**src/rtl/mc_ctrl_fsm.sv**
```systemverilog
// ---------------------------------------------------------------------------
// mc_ctrl_fsm
//   Multi-cycle MIPS-subset control unit. Sequences each instruction through
//   FETCH -> DECODE -> EXEC -> MEM -> WB (skipping phases the instruction does
//   not need), drives the datapath strobes and selects, and counts retired
//   instructions.
//
// Parameters
//   MEM_HANDSHAKE  1: FETCH/MEM wait for mem_ready; 0: mem_ready treated as 1
//   SYSCALL_HALT   1: syscall enters HALT; 0: syscall retires as a no-op
//   CNT_W          width of instr_cnt
//
// Ports
//   clk, rst                 clock, asynchronous active-high reset
//   opcode, fn               IR[31:26] / IR[5:0], sampled in DECODE
//   zero, neg                ALU flags, sampled in EXEC
//   mem_ready                memory transfer completes this cycle
//   pc_we, ir_we, reg_we     register write strobes
//   mem_re, mem_we           memory read / write strobes
//   pc_src                   00 PC+4, 01 branch, 10 jump, 11 rs
//   alu_op                   0 ADD 1 SUB 2 SLT 3 AND 4 OR 5 XOR 6 NOR 7 LUI
//   alu_src_b                00 rt, 01 sign-ext imm, 10 zero-ext imm
//   reg_dst                  00 rt, 01 rd, 10 $31
//   mem_to_reg               00 ALU, 01 memory data, 10 PC+4
//   state                    current FSM state (FETCH 0 .. HALT 5)
//   halted, illegal          in HALT / unsupported instruction in DECODE
//   instr_cnt                retired-instruction count (wraps)
// ---------------------------------------------------------------------------
module mc_ctrl_fsm #(
  parameter int MEM_HANDSHAKE = 1,
  parameter int SYSCALL_HALT  = 1,
  parameter int CNT_W         = 32
) (
  input  logic             clk,
  input  logic             rst,
  input  logic [5:0]       opcode,
  input  logic [5:0]       fn,
  input  logic             zero,
  input  logic             neg,
  input  logic             mem_ready,
  output logic             pc_we,
  output logic             ir_we,
  output logic             reg_we,
  output logic             mem_re,
  output logic             mem_we,
  output logic [1:0]       pc_src,
  output logic [3:0]       alu_op,
  output logic [1:0]       alu_src_b,
  output logic [1:0]       reg_dst,
  output logic [1:0]       mem_to_reg,
  output logic [2:0]       state,
  output logic             halted,
  output logic             illegal,
  output logic [CNT_W-1:0] instr_cnt
);

  typedef enum logic [2:0] {
    S_FETCH  = 3'd0,
    S_DECODE = 3'd1,
    S_EXEC   = 3'd2,
    S_MEM    = 3'd3,
    S_WB     = 3'd4,
    S_HALT   = 3'd5
  } state_t;

  typedef enum logic [4:0] {
    C_NONE, C_ADD, C_SUB, C_SLT, C_AND, C_OR, C_XOR, C_NOR,
    C_ADDI, C_SLTI, C_ANDI, C_ORI, C_XORI, C_LUI,
    C_LW, C_SW, C_J, C_JAL, C_JR, C_BEQ, C_BNE, C_BLTZ,
    C_SYSCALL, C_ILLEGAL
  } class_t;

  localparam logic [3:0] ALU_ADD = 4'd0;
  localparam logic [3:0] ALU_SUB = 4'd1;
  localparam logic [3:0] ALU_SLT = 4'd2;
  localparam logic [3:0] ALU_AND = 4'd3;
  localparam logic [3:0] ALU_OR  = 4'd4;
  localparam logic [3:0] ALU_XOR = 4'd5;
  localparam logic [3:0] ALU_NOR = 4'd6;
  localparam logic [3:0] ALU_LUI = 4'd7;

  state_t           state_q, state_d;
  class_t           class_q, class_d;
  class_t           dec_class;
  logic [CNT_W-1:0] cnt_q, cnt_d;
  logic             retire;
  logic             mem_rdy;
  logic             is_rtype;

  // With the handshake disabled every memory transfer is single-cycle.
  assign mem_rdy = (MEM_HANDSHAKE != 0) ? mem_ready : 1'b1;

  assign is_rtype = (class_q inside {C_ADD, C_SUB, C_SLT, C_AND, C_OR, C_XOR, C_NOR});

  // Map the raw opcode/fn pair onto an instruction class; anything outside
  // the supported subset becomes C_ILLEGAL. Opcode 1 (REGIMM) is bltz.
  always_comb begin
    dec_class = C_ILLEGAL;
    case (opcode)
      6'h00: begin
        case (fn)
          6'h20:   dec_class = C_ADD;
          6'h22:   dec_class = C_SUB;
          6'h2A:   dec_class = C_SLT;
          6'h24:   dec_class = C_AND;
          6'h25:   dec_class = C_OR;
          6'h26:   dec_class = C_XOR;
          6'h27:   dec_class = C_NOR;
          6'h08:   dec_class = C_JR;
          6'h0C:   dec_class = C_SYSCALL;
          default: dec_class = C_ILLEGAL;
        endcase
      end
      6'h01:   dec_class = C_BLTZ;
      6'h02:   dec_class = C_J;
      6'h03:   dec_class = C_JAL;
      6'h04:   dec_class = C_BEQ;
      6'h05:   dec_class = C_BNE;
      6'h08:   dec_class = C_ADDI;
      6'h0A:   dec_class = C_SLTI;
      6'h0C:   dec_class = C_ANDI;
      6'h0D:   dec_class = C_ORI;
      6'h0E:   dec_class = C_XORI;
      6'h0F:   dec_class = C_LUI;
      6'h23:   dec_class = C_LW;
      6'h2B:   dec_class = C_SW;
      default: dec_class = C_ILLEGAL;
    endcase
  end

  // Next-state and output logic. Every output defaults to 0; while reset is
  // held the case is skipped entirely so no strobe can leak out.
  always_comb begin
    state_d    = state_q;
    class_d    = class_q;
    retire     = 1'b0;
    pc_we      = 1'b0;
    ir_we      = 1'b0;
    reg_we     = 1'b0;
    mem_re     = 1'b0;
    mem_we     = 1'b0;
    pc_src     = 2'b00;
    alu_op     = ALU_ADD;
    alu_src_b  = 2'b00;
    reg_dst    = 2'b00;
    mem_to_reg = 2'b00;
    halted     = 1'b0;
    illegal    = 1'b0;
    if (!rst) begin
      case (state_q)
        S_FETCH: begin
          mem_re = 1'b1;
          if (mem_rdy) begin
            ir_we   = 1'b1;
            pc_we   = 1'b1;
            state_d = S_DECODE;
          end
        end
        S_DECODE: begin
          class_d = dec_class;
          case (dec_class)
            C_J: begin
              pc_we   = 1'b1;
              pc_src  = 2'b10;
              retire  = 1'b1;
              state_d = S_FETCH;
            end
            C_JAL: begin
              pc_we      = 1'b1;
              pc_src     = 2'b10;
              reg_we     = 1'b1;
              reg_dst    = 2'b10;
              mem_to_reg = 2'b10;
              retire     = 1'b1;
              state_d    = S_FETCH;
            end
            C_JR: begin
              pc_we   = 1'b1;
              pc_src  = 2'b11;
              retire  = 1'b1;
              state_d = S_FETCH;
            end
            C_SYSCALL: begin
              retire  = 1'b1;
              state_d = (SYSCALL_HALT != 0) ? S_HALT : S_FETCH;
            end
            C_ILLEGAL: begin
              illegal = 1'b1;
              state_d = S_FETCH;
            end
            default: state_d = S_EXEC;
          endcase
        end
        S_EXEC: begin
          case (class_q)
            C_ADD, C_ADDI, C_LW, C_SW:     alu_op = ALU_ADD;
            C_SUB, C_BEQ, C_BNE, C_BLTZ:   alu_op = ALU_SUB;
            C_SLT, C_SLTI:                 alu_op = ALU_SLT;
            C_AND, C_ANDI:                 alu_op = ALU_AND;
            C_OR, C_ORI:                   alu_op = ALU_OR;
            C_XOR, C_XORI:                 alu_op = ALU_XOR;
            C_NOR:                         alu_op = ALU_NOR;
            C_LUI:                         alu_op = ALU_LUI;
            default:                       alu_op = ALU_ADD;
          endcase
          case (class_q)
            C_ADDI, C_SLTI, C_LW, C_SW, C_LUI: alu_src_b = 2'b01;
            C_ANDI, C_ORI, C_XORI:             alu_src_b = 2'b10;
            default:                           alu_src_b = 2'b00;
          endcase
          case (class_q)
            C_LW, C_SW: state_d = S_MEM;
            C_BEQ, C_BNE, C_BLTZ: begin
              pc_src  = 2'b01;
              pc_we   = (class_q == C_BEQ) ? zero :
                        (class_q == C_BNE) ? ~zero : neg;
              retire  = 1'b1;
              state_d = S_FETCH;
            end
            C_ADD, C_SUB, C_SLT, C_AND, C_OR, C_XOR, C_NOR,
            C_ADDI, C_SLTI, C_ANDI, C_ORI, C_XORI, C_LUI: state_d = S_WB;
            default: state_d = S_FETCH;
          endcase
        end
        S_MEM: begin
          alu_op    = ALU_ADD;
          alu_src_b = 2'b01;
          mem_re    = (class_q == C_LW);
          mem_we    = (class_q == C_SW);
          if (mem_rdy) begin
            if (class_q == C_LW) begin
              state_d = S_WB;
            end else begin
              retire  = 1'b1;
              state_d = S_FETCH;
            end
          end
        end
        S_WB: begin
          reg_we     = 1'b1;
          reg_dst    = is_rtype ? 2'b01 : 2'b00;
          mem_to_reg = (class_q == C_LW) ? 2'b01 : 2'b00;
          retire     = 1'b1;
          state_d    = S_FETCH;
        end
        S_HALT: halted = 1'b1;
        default: state_d = S_FETCH;
      endcase
    end
  end

  // The counter wraps naturally at 2^CNT_W.
  assign cnt_d = cnt_q + CNT_W'(retire);

  // State, class and retire-count registers.
  always_ff @(posedge clk or posedge rst) begin
    if (rst) begin
      state_q <= S_FETCH;
      class_q <= C_NONE;
      cnt_q   <= '0;
    end else begin
      state_q <= state_d;
      class_q <= class_d;
      cnt_q   <= cnt_d;
    end
  end

  assign state     = state_q;
  assign instr_cnt = cnt_q;

endmodule
```
**config.mk**
```make
export PLATFORM = sky130hd
export DESIGN_NAME = mc_ctrl_fsm
export DESIGN_NICKNAME = d
export VERILOG_FILES = /design/src/rtl/mc_ctrl_fsm.sv
export SDC_FILE = /design/constraint.sdc
export NUM_CORES = 1
export LEC_CHECK = 0
export ABC_AREA = 1
export BUFFER_PORTS_ARGS = -buffer_cell sky130_fd_sc_hd__buf_2
export CAP_MARGIN = 40
export CORE_MARGIN = 8
export CORE_UTILIZATION = 30
export CTS_BUF_LIST = sky130_fd_sc_hd__clkbuf_4
export DETAILED_ROUTE_END_ITERATION = 16
export PLACE_DENSITY = 0.59
export SLEW_MARGIN = 25
export SYNTH_ARGS = -nofsm -noshare
export SYNTH_HDL_FRONTEND = slang
export SYNTH_SLANG_ARGS = --single-unit
```
**constraint.sdc**
```tcl
create_clock -name clk -period 3.3 [get_ports clk]
set_clock_uncertainty 0.1 [all_clocks]
set_input_delay 0.66 -clock clk [delete_from_list [all_inputs] [get_ports clk]]
set_output_delay 0.66 -clock clk [all_outputs]
set_load 0.02 [all_outputs]
```
==> results of run 1 <==
## final timing paths
path                       slack, ps                    start                 endpoint  cells past startpoint
setup / recovery                  70                opcode[1]  instr_cnt[26]$_DFF_PP0_                     26
max in group asynchronous       2230                      rst  instr_cnt[25]$_DFF_PP0_                      3
hold reg to reg                  370  instr_cnt[31]$_DFF_PP0_  instr_cnt[31]$_DFF_PP0_                      1
hold / removal                   190                      rst   class_q[4]$_DFFE_PP0P_                      2
min in group clk                 370  instr_cnt[31]$_DFF_PP0_  instr_cnt[31]$_DFF_PP0_                      1
setup reg to reg                 170   class_q[1]$_DFFE_PP0P_  instr_cnt[26]$_DFF_PP0_                     19
## registers in the layout, summed over array words and instances (netlist names)
name	flops
instr_cnt	32
state	3
class_q	5
## cell families after synthesis
kind of cell,share of synthesized area
and+or+nand+nor,0.3966
buffers and inverters,0.07210
DFF,0.3475
AOI/OAI and AO/OA,0.06690
xor gates and xnor gates,0.08514
adders and majority gates,0.03041
other,0.001302
## cell usage after synthesis, types with 3 or more instances
| cell | n |
|---|---|
| xnor2_1 | 10 |
| nor3_2 | 3 |
| nand3_2 | 6 |
| nand2_2 | 6 |
| nor2_4 | 5 |
| dfrtp_1 | 40 |
| ha_1 | 7 |
| o21ai_0 | 12 |
| nor3_1 | 13 |
| inv_2 | 6 |
| nand2_1 | 80 |
| nor3_4 | 3 |
| nor2_1 | 59 |
| xor2_1 | 18 |
| a21oi_1 | 13 |
| nand3_1 | 31 |
| nand4_1 | 4 |
| nor2_2 | 3 |
| inv_1 | 42 |
## per-layer routing
layer / vias to the layer above / global-route usage / wire length, microns
li1: 1494 / - / -
met2: 81 / 0.2003 / 4048
met5: - / 0 / 0
met1: 1373 / 0.1649 / 3764
met3: 12 / 0.02166 / 459
met4: 0 / 0.04614 / 138
## area by class of cell
class,count,share of cell area
Multi-Input combinational cell,296,0.4582
Sequential cell,40,0.2513
Timing Repair Buffer,116,0.1812
Inverter,49,0.04774
Tap cell,129,0.04052
Clock inverter,3,0.01162
Clock buffer,5,0.009422
## placed cells by master (no fill, tap or decap), types with 11 or more instances in the layout
master,instances
a21oi_1,13
dfrtp_1,40
inv_1,39
nor3_1,12
nand2_1,74
nand3_1,26
buf_2,64
nor2_1,53
xor2_1,18
buf_4,50
nand2_2,11
## power groups by stage
stage / Sequential, mW / Combinational, mW / Clock, mW
2_1_floorplan: 0.688 / 0.494 / 0
3_3_place_gp: 0.680 / 0.777 / 0
3_5_place_dp: 0.683 / 0.783 / 0
4_1_cts: 0.673 / 0.787 / 0.354
5_1_grt: 0.699 / 0.967 / 0.372
6_report: 0.688 / 0.859 / 0.342
## through the flow
step           instances  setup TNS, ps  setup WS (ps)  cell area (sq um)
2_1_floorplan        388         -15.03         -15.03               2903
3_3_place_gp         615          -1415         -205.7               3633
3_5_place_dp         615          -2784         -325.1               3633
4_1_cts              623              0          28.18               3717
5_1_grt              638         -184.7         -96.63               3984
6_report             638              0          69.29               3984
## what timing repair did
action	4_1_cts	5_1_grt
gates resized for setup	0	46
setup endpoints to repair	0	16
setup buffers	0	14
==> impl_metrics.csv, run 1 <==
group,metric,value,unit
cts,clk_pin_slew,130,ps
die,start_util,0.3102,
placed_design,io_buffers,69,
cts,clock_sinks,40,
drt,wire_per_inst,13.18,microns
cts,cts_tree,"done",
final_layout,nets,532,
setup_path,critPathMaxStageDelay,230,ps
global_route,grt_overflow_total,0,
min_path,holdCritPathClass,"in2async",
drt,routed_wl,8.412,mm
logic_synthesis,synth_edf_count,0,
logic_synthesis,synthFlopType,"dfrtp_1",
setup_path,crit_buf_inv,5,
final_layout,drive_above_1_share,0.3733,
global_route,grt_max_degree,36,
setup_path,cp_top_family,"simple AND/OR/NAND/NOR gates",
global_route,antenna_found_initial,0,
power,internal_power,1.050,mW
power,pwr-share-clk,0.181,
cts,h-tree-depth,2,
logic_synthesis,yosysSeqAreaShare,0.3475,
cts,cts_buffers,5,
timing,grt_setup_unrepaired,"true",
logic_synthesis,synth_top_area_cell,"dfrtp_1",
die,dieArea,12990,sq um
die,core,9284,sq um
timing,setup_viol,0,
final_layout,n_antenna_cell,0,
power,fin_total_pwr,1.889,mW
timing,slew_viol_final,0,
final_layout,fillers,979,
setup_path,cp_max_fo,5,
setup_path,slowest_stage,"nor4_4",
power,swShare,0.4440,
timing,fin_crit,3231,ps
final_layout,seq_area,1001,sq um
cts,clockBufferDepth,2,
timing,fin_crit_sh,0.9790,
global_route,grt_pass1_wl,13.49,mm
outcome,run_status,"complete, no violations",
setup_path,setup.worst_path.end_class,"register",
logic_synthesis,synth_area,2880,sq um
power,irDropWorstVdd,0.0001661,V
final_layout,final_util,0.4291,
drt,via_per_inst,4.639,
logic_synthesis,ys_warn_count,0,
logic_synthesis,synth_cells,388,
logic_synthesis,ys_types,41,
power,leakage,2.151,nW
cts,cts_hold_buf,0,
drt,first_pass_iters,4,
power,switchingPower,838.6,uW
global_route,track_usage,0.1253,
drt,drcViolationCount,0,
setup_path,worstSetupPathType,"in2reg",
die,dieHeight,114.0,microns
logic_synthesis,synth.avg_cell_area,7.423,sq um
drt,dr.first_iter.drc_count,168,
logic_synthesis,syn-num-nets,412,
global_route,grt_pass1_vias,2846,
final_layout,multiInputGateArea,1826,sq um
drt,ant_nets,0,
power,power_frac_seq,0.364,
timing,hold_violations,0,
placed_design,gp_congestion,0.8680,
setup_path,cp_common_cell,"nand2_2",
cts,cts-root-buf,"clkbuf_4",
timing,hold_ws,193.3,ps
timing,clock.fmax,309.5,MHz
setup_path,worstPathArrival,3370,ps
setup_path,worstPathRequired,3440,ps
placed_design,hpwl,6.504,mm
logic_synthesis,yosysTopAreaCellShare,0.3475,
die,fp-row-count,35,
logic_synthesis,synth_area_leaders,"dfrtp_1 35%, nand2_1 10%, nor2_1 7.7%, inv_1 5.5%, xor2_1 5.5%",
drt,vias,2960,
power,combPwrFrac,0.455,
logic_synthesis,postSynthRegisterBits,40,
die,io_pins,71,
setup_path,start_kind,"primary input",
logic_synthesis,ys_async_sr_fraction,1.000,
job,cap_violations,0,
final_layout,areaGrowthSynthToFinish,38.31,%
die,die_w,114.0,microns
cts,clk_latency,360,ps
power,p_per_area,474.1,nW/um^2
No activity file was read; power rests on OpenSTA's default activity.
==> inputs of run 2 (changes only) <==
RECOVER_POWER = 50   (was not set)
SETUP_SLACK_MARGIN = 0.4   (was not set)
==> run 2 against run 1 <==
  * Critical path depth shrank 1
  * Core utilization grew 4.3 points
  * Worst setup slack gained 9.5 ps
  * Critical endpoint is now instr_cnt[23]$_DFF_PP0_
  * Critical path type unchanged
  * Largest cell class unchanged
  * Global-route usage grew 0.13 points
  * Via count grew 3.0%
  * Worst hold slack gained 49 ps
==> impl_metrics.csv, run 2 (same netlist as run 1, synthesis figures left out) <==
group,metric,value,unit
outcome,run_status,"complete, no violations",
global_route,antenna_found_initial,0,
final_layout,drive_above_1_share,0.4693,
cts,clockBufferDepth,2,
cts,cts-root-buf,"clkbuf_4",
drt,wire_per_inst,12.78,microns
power,irDropWorstVdd,0.0001797,V
cts,cts_hold_buf,0,
timing,fin_crit,3221,ps
final_layout,fillers,936,
die,start_util,0.3102,
setup_path,cp_max_fo,4,
final_layout,largest_reg_flops,32,
timing,grt_setup_unrepaired,"true",
global_route,track_usage,0.1266,
final_layout,final_cell_mix,"67 x nand2_1, 55 x buf_2, 51 x buf_4",
setup_path,r2r_setup_slack,200,ps
die,fp-row-count,35,
placed_design,io_buffers,69,
drt,ant_nets,0,
final_layout,areaGrowthSynthToFinish,52.17,%
timing,setup-tns-final,0,ps
global_route,grt_max_degree,36,
drt,via_per_inst,4.682,
drt,dr.first_iter.drc_count,173,
setup_path,worstSetupStartpoint,"opcode[4]",
final_layout,multiInputGateArea,2011,sq um
timing,hold_violations,0,
setup_path,r2r_cells,20,
cts,clock_sinks,40,
setup_path,start_kind,"primary input",
drt,vias,3048,
cts,cts_tree,"done",
drt,drcViolationCount,0,
setup_path,r2r-end,"instr_cnt[23]$_DFF_PP0_",
final_layout,seq_area,1005,sq um
final_layout,nets,545,
cts,clk_pin_slew,120,ps
timing,hold_ws,241.8,ps
cts,clk_latency,340,ps
timing,slew_viol_final,0,
die,dieHeight,114.0,microns
final_layout,final_util,0.4721,
die,dieArea,12990,sq um
timing,setup_viol,0,
drt,first_pass_iters,5,
setup_path,crit-reg2reg-launch,"class_q[1]$_DFFE_PP0P_",
cts,h-tree-depth,2,
placed_design,hpwl,6.223,mm
job,cap_violations,0,
placed_design,gp_congestion,0.9404,
setup_path,worstPathArrival,3390,ps
die,core,9284,sq um
die,io_pins,71,
power,leakage,2.244,nW
timing,fin_crit_sh,0.9761,
global_route,grt_pass1_vias,3015,
setup_path,worstSetupPathType,"in2reg",
die,die_w,114.0,microns
placed_design,place_ws,-235.3,ps
power,p_per_area,445.4,nW/um^2
placed_design,placed_cell_area,3671,sq um
timing,setup_ws,78.81,ps
setup_path,worstPathRequired,3470,ps
final_layout,n_antenna_cell,0,
global_route,grt_pass1_wl,13.66,mm
final_layout,fin_area,4383,sq um
cts,cts_buffers,5,
timing,clock.fmax,310.4,MHz
setup_path,crit_end,"instr_cnt[23]$_DFF_PP0_",
min_path,holdCritPathClass,"in2async",
drt,routed_wl,8.317,mm
final_layout,final_common_cell,"nand2_1",
setup_path,setup.worst_path.end_class,"register",
global_route,grt_overflow_total,0,
==> run 2: changes by cell type in the layout (fill, tap and decap cells not counted), sizes merged <==
cell / before / now
buf: 116 / 129
inv: 48 / 47
clkbuf: 5 / 6
==> run 2: critical path: stages <==
cell     delay [ps]
buf_8           110
nor2_4          150
buf_4           150
nand3_2          90
nand2_2          90
nor2_4           50
nand2_2          90
nand2_2          60
inv_2            60
nand2_4          60
nor2_4           90
nand3_2          80
nand3_2          70
and2_4          140
ha_4            140
buf_6            90
nand3_4          80
nor2_4          130
and2_4          160
nand3_4          70
nor3_4          250
nand2_4         110
nor2_4          150
buf_4           120
xor2_1          130
==> run 2: stage by stage <==
stage	instances	total power, mW
floorplan	388	1.202
global placement	614	1.452
detailed placement	614	1.458
CTS	642	1.891
global route	651	2.102
finish	651	1.952
==> run 2: worst min-delay path by stage <==
| stage | start | end | slack [ps] | cells after the start |
|---|---|---|---|---|
| after floorplan | class_q[3]$_DFFE_PP0P_ | class_q[3]$_DFFE_PP0P_ | 440 | 2 |
| after global placement | instr_cnt[31]$_DFF_PP0_ | instr_cnt[31]$_DFF_PP0_ | 360 | 1 |
| after detailed placement | instr_cnt[31]$_DFF_PP0_ | instr_cnt[31]$_DFF_PP0_ | 360 | 1 |
| after CTS | rst | class_q[4]$_DFFE_PP0P_ | 210 | 2 |
| after global routing | rst | class_q[2]$_DFFE_PP0P_ | 220 | 2 |
| final | rst | class_q[4]$_DFFE_PP0P_ | 240 | 2 |
==> run 2: area by class of cell <==
class,instances,area share
Multi-Input combinational cell,296,0.4588
Sequential cell,40,0.2292
Timing Repair Buffer,129,0.2110
Inverter,49,0.04596
Tap cell,129,0.03683
Clock buffer,6,0.01028
Clock inverter,2,0.007993
==> run 2: what timing repair did <==
item,CTS,global route
setup buffers,19,9
hold endpoints to repair,0,0
cloned,1,0
gates resized for setup,74,45
setup endpoints to repair,20,29
pin swaps,35,35
==> run 2: power by group <==
group / internal, mW / switching (mW)
logic: 0.370 / 0.563
registers: 0.561 / 0.132
clock network: 0.167 / 0.158
==> run 2: metal layers <==
layer,vias to the layer above,global-route usage,wire [microns]
li1,1522,-,-
met1,1421,0.1478,3350
met2,99,0.2212,4187
met3,6,0.03434,690
met4,0,0.03638,88
met5,-,0,0
==> inputs of run 3 (changes only) <==
BUFFER_PORTS_ARGS = -buffer_cell sky130_fd_sc_hd__buf_4   (was -buffer_cell sky130_fd_sc_hd__buf_2)
CORE_ASPECT_RATIO = 1.5   (was not set)
CTS_BUF_LIST = not set   (was sky130_fd_sc_hd__clkbuf_4)
==> run 3 against run 2 <==
  * Die area increased by 0.50%
  * Clock power up 68%
  * Worst setup slack lost 56 ps
  * Combinational power down 3.9%
  * Sequential cell count unchanged
==> impl_metrics.csv, run 3 (same netlist as run 1, synthesis figures left out) <==
group,metric,value,unit
placed_design,placed_cell_area,3864,sq um
cts,cts_tree,"done",
power,p_per_area,484.4,nW/um^2
die,dieHeight,136.0,microns
placed_design,io_buffers,69,
setup_path,critPathMaxStageDelay,220,ps
global_route,track_usage,0.1366,
min_path,holdCritPathClass,"in2async",
cts,h-tree-depth,2,
final_layout,final_common_cell,"buf_4",
setup_path,worstSetupPathType,"in2out",
drt,drcViolationCount,0,
timing,setup_viol,0,
drt,vias,3036,
die,start_util,0.3024,
timing,grt_setup_unrepaired,"true",
final_layout,final_util,0.4610,
die,io_pins,71,
die,core,9524,sq um
cts,clockBufferDepth,2,
drt,via_per_inst,4.789,
final_layout,drive_above_1_share,0.3969,
cts,cts-root-buf,"clkbuf_16",
placed_design,place_ws,-299.5,ps
setup_path,start_kind,"primary input",
cts,clock_sinks,40,
timing,fin_crit_sh,0.9931,
drt,routed_wl,8.721,mm
drt,dr.first_iter.drc_count,94,
setup_path,crit-reg2reg-launch,"class_q[1]$_DFFE_PP0P_",
final_layout,seq_area,1001,sq um
global_route,grt_pass1_wl,14.26,mm
global_route,grt_pass1_vias,3115,
setup_path,r2r-end,"instr_cnt[26]$_DFF_PP0_",
setup_path,worstPathArrival,2520,ps
timing,fin_crit,3277,ps
final_layout,fin_area,4390,sq um
setup_path,slowest_stage,"nor2_4",
cts,cts_buffers,5,
timing,setup_ws,22.72,ps
cts,clk_latency,280,ps
outcome,run_status,"complete, no violations",
setup_path,r2r_setup_slack,240,ps
final_layout,largest_reg_flops,32,
die,dieArea,13060,sq um
die,die_w,96.01,microns
placed_design,hpwl,6.906,mm
setup_path,r2r_cells,18,
drt,wire_per_inst,13.76,microns
drt,first_pass_iters,4,
timing,clock.fmax,305.1,MHz
drt,ant_nets,0,
global_route,grt_overflow_total,0,
final_layout,fillers,941,
cts,clk_pin_slew,50,ps
final_layout,multiInputGateArea,1886,sq um
job,cap_violations,0,
final_layout,nets,542,
power,irDropWorstVdd,0.0003078,V
cts,cts_hold_buf,0,
setup_path,worstPathRequired,2540,ps
final_layout,areaGrowthSynthToFinish,52.43,%
setup_path,setup.worst_path.end_class,"output port",
global_route,antenna_found_initial,0,
final_layout,final_cell_mix,"115 x buf_4, 74 x nand2_1, 52 x nor2_1",
die,fp-row-count,44,
timing,slew_viol_final,0,
global_route,grt_max_degree,36,
power,leakage,2.312,nW
timing,hold_violations,0,
setup_path,crit_path_cell_trace,"buf_8, nor2_4, nand3_2, nand2_2, nor2_4, nand2_2, nand2_2, inv_2, nand2_4, nor2_4, nand3_2, buf_4, buf_6, buf_6, buf_4, a21oi_4, buf_6",
placed_design,gp_congestion,0.9025,
setup_path,cp_max_fo,8,
final_layout,n_antenna_cell,0,
-- run 3: changes by cell type in the layout (fill, tap and decap cells not counted), sizes merged --
cell and change:
buf -2, clkinv +1, clkinvlp -1, nor2 -1
-- run 3: power by group --
| part | switching [mW] | internal, mW |
|---|---|---|
| clock network | 0.189 | 0.356 |
| registers | 0.125 | 0.559 |
| logic | 0.532 | 0.365 |
| total | 0.847 | 1.28 |
-- run 3: cell type report --
cell class                 count  area share
clock buffer                   6     0.02935
clock inverter                 2    0.007979
inverter                      49     0.04332
multi-input combinational    295      0.4295
sequential                    40      0.2280
tap                          115     0.03277
timing repair buffer         127      0.2291
-- run 3: worst max path at each step --
stage	startpoint	endpoint	depth (start not counted)	slack (ps)
CTS	opcode[5]	instr_cnt[30]$_DFF_PP0_	24	110
finish	opcode[4]	pc_we	17	20
detailed placement	opcode[4]	instr_cnt[30]$_DFF_PP0_	22	-300
global placement	opcode[4]	instr_cnt[30]$_DFF_PP0_	22	-260
global route	fn[1]	instr_cnt[26]$_DFF_PP0_	22	-160
floorplan	opcode[4]	instr_cnt[28]$_DFF_PP0_	21	50
-- run 3: timing repair --
action,4_1_cts,5_1_grt
hold endpoints to repair,0,0
cloned,0,0
resized for setup,29,22
endpoints found under the setup margin,23,30
setup buffers,12,9
pin swaps,9,14
-- run 3: metal layers --
metal,routed length [microns],track usage,vias to the layer above
met5,0,0,-
met1,3211,0.1473,1423
met3,629,0.03261,15
met2,4684,0.2466,99
met4,196,0.05064,0
li1,-,-,1499
-- run 3: through the flow --
| step | total power, mW | TNS (ps) | hold WS [ps] | std cells |
|---|---|---|---|---|
| CTS | 2.126 | 0 | 265.0 | 625 |
| detailed placement | 1.526 | -2615 | 406.0 | 605 |
| global route | 2.266 | -1090 | 277.8 | 634 |
| global placement | 1.511 | -1920 | 391.2 | 605 |
| finish | 2.127 | 0 | 271.8 | 634 |
| floorplan | 1.202 | 0 | 440.9 | 388 |
-- run 3: critical path, delay by kind of cell --
| kind | cells | cell delay [ps] |
|---|---|---|
| AND/OR/NAND/NOR | 9 | 910 |
| AO/OA/AOI/OAI | 1 | 160 |
| buffers and inverters | 7 | 790 |
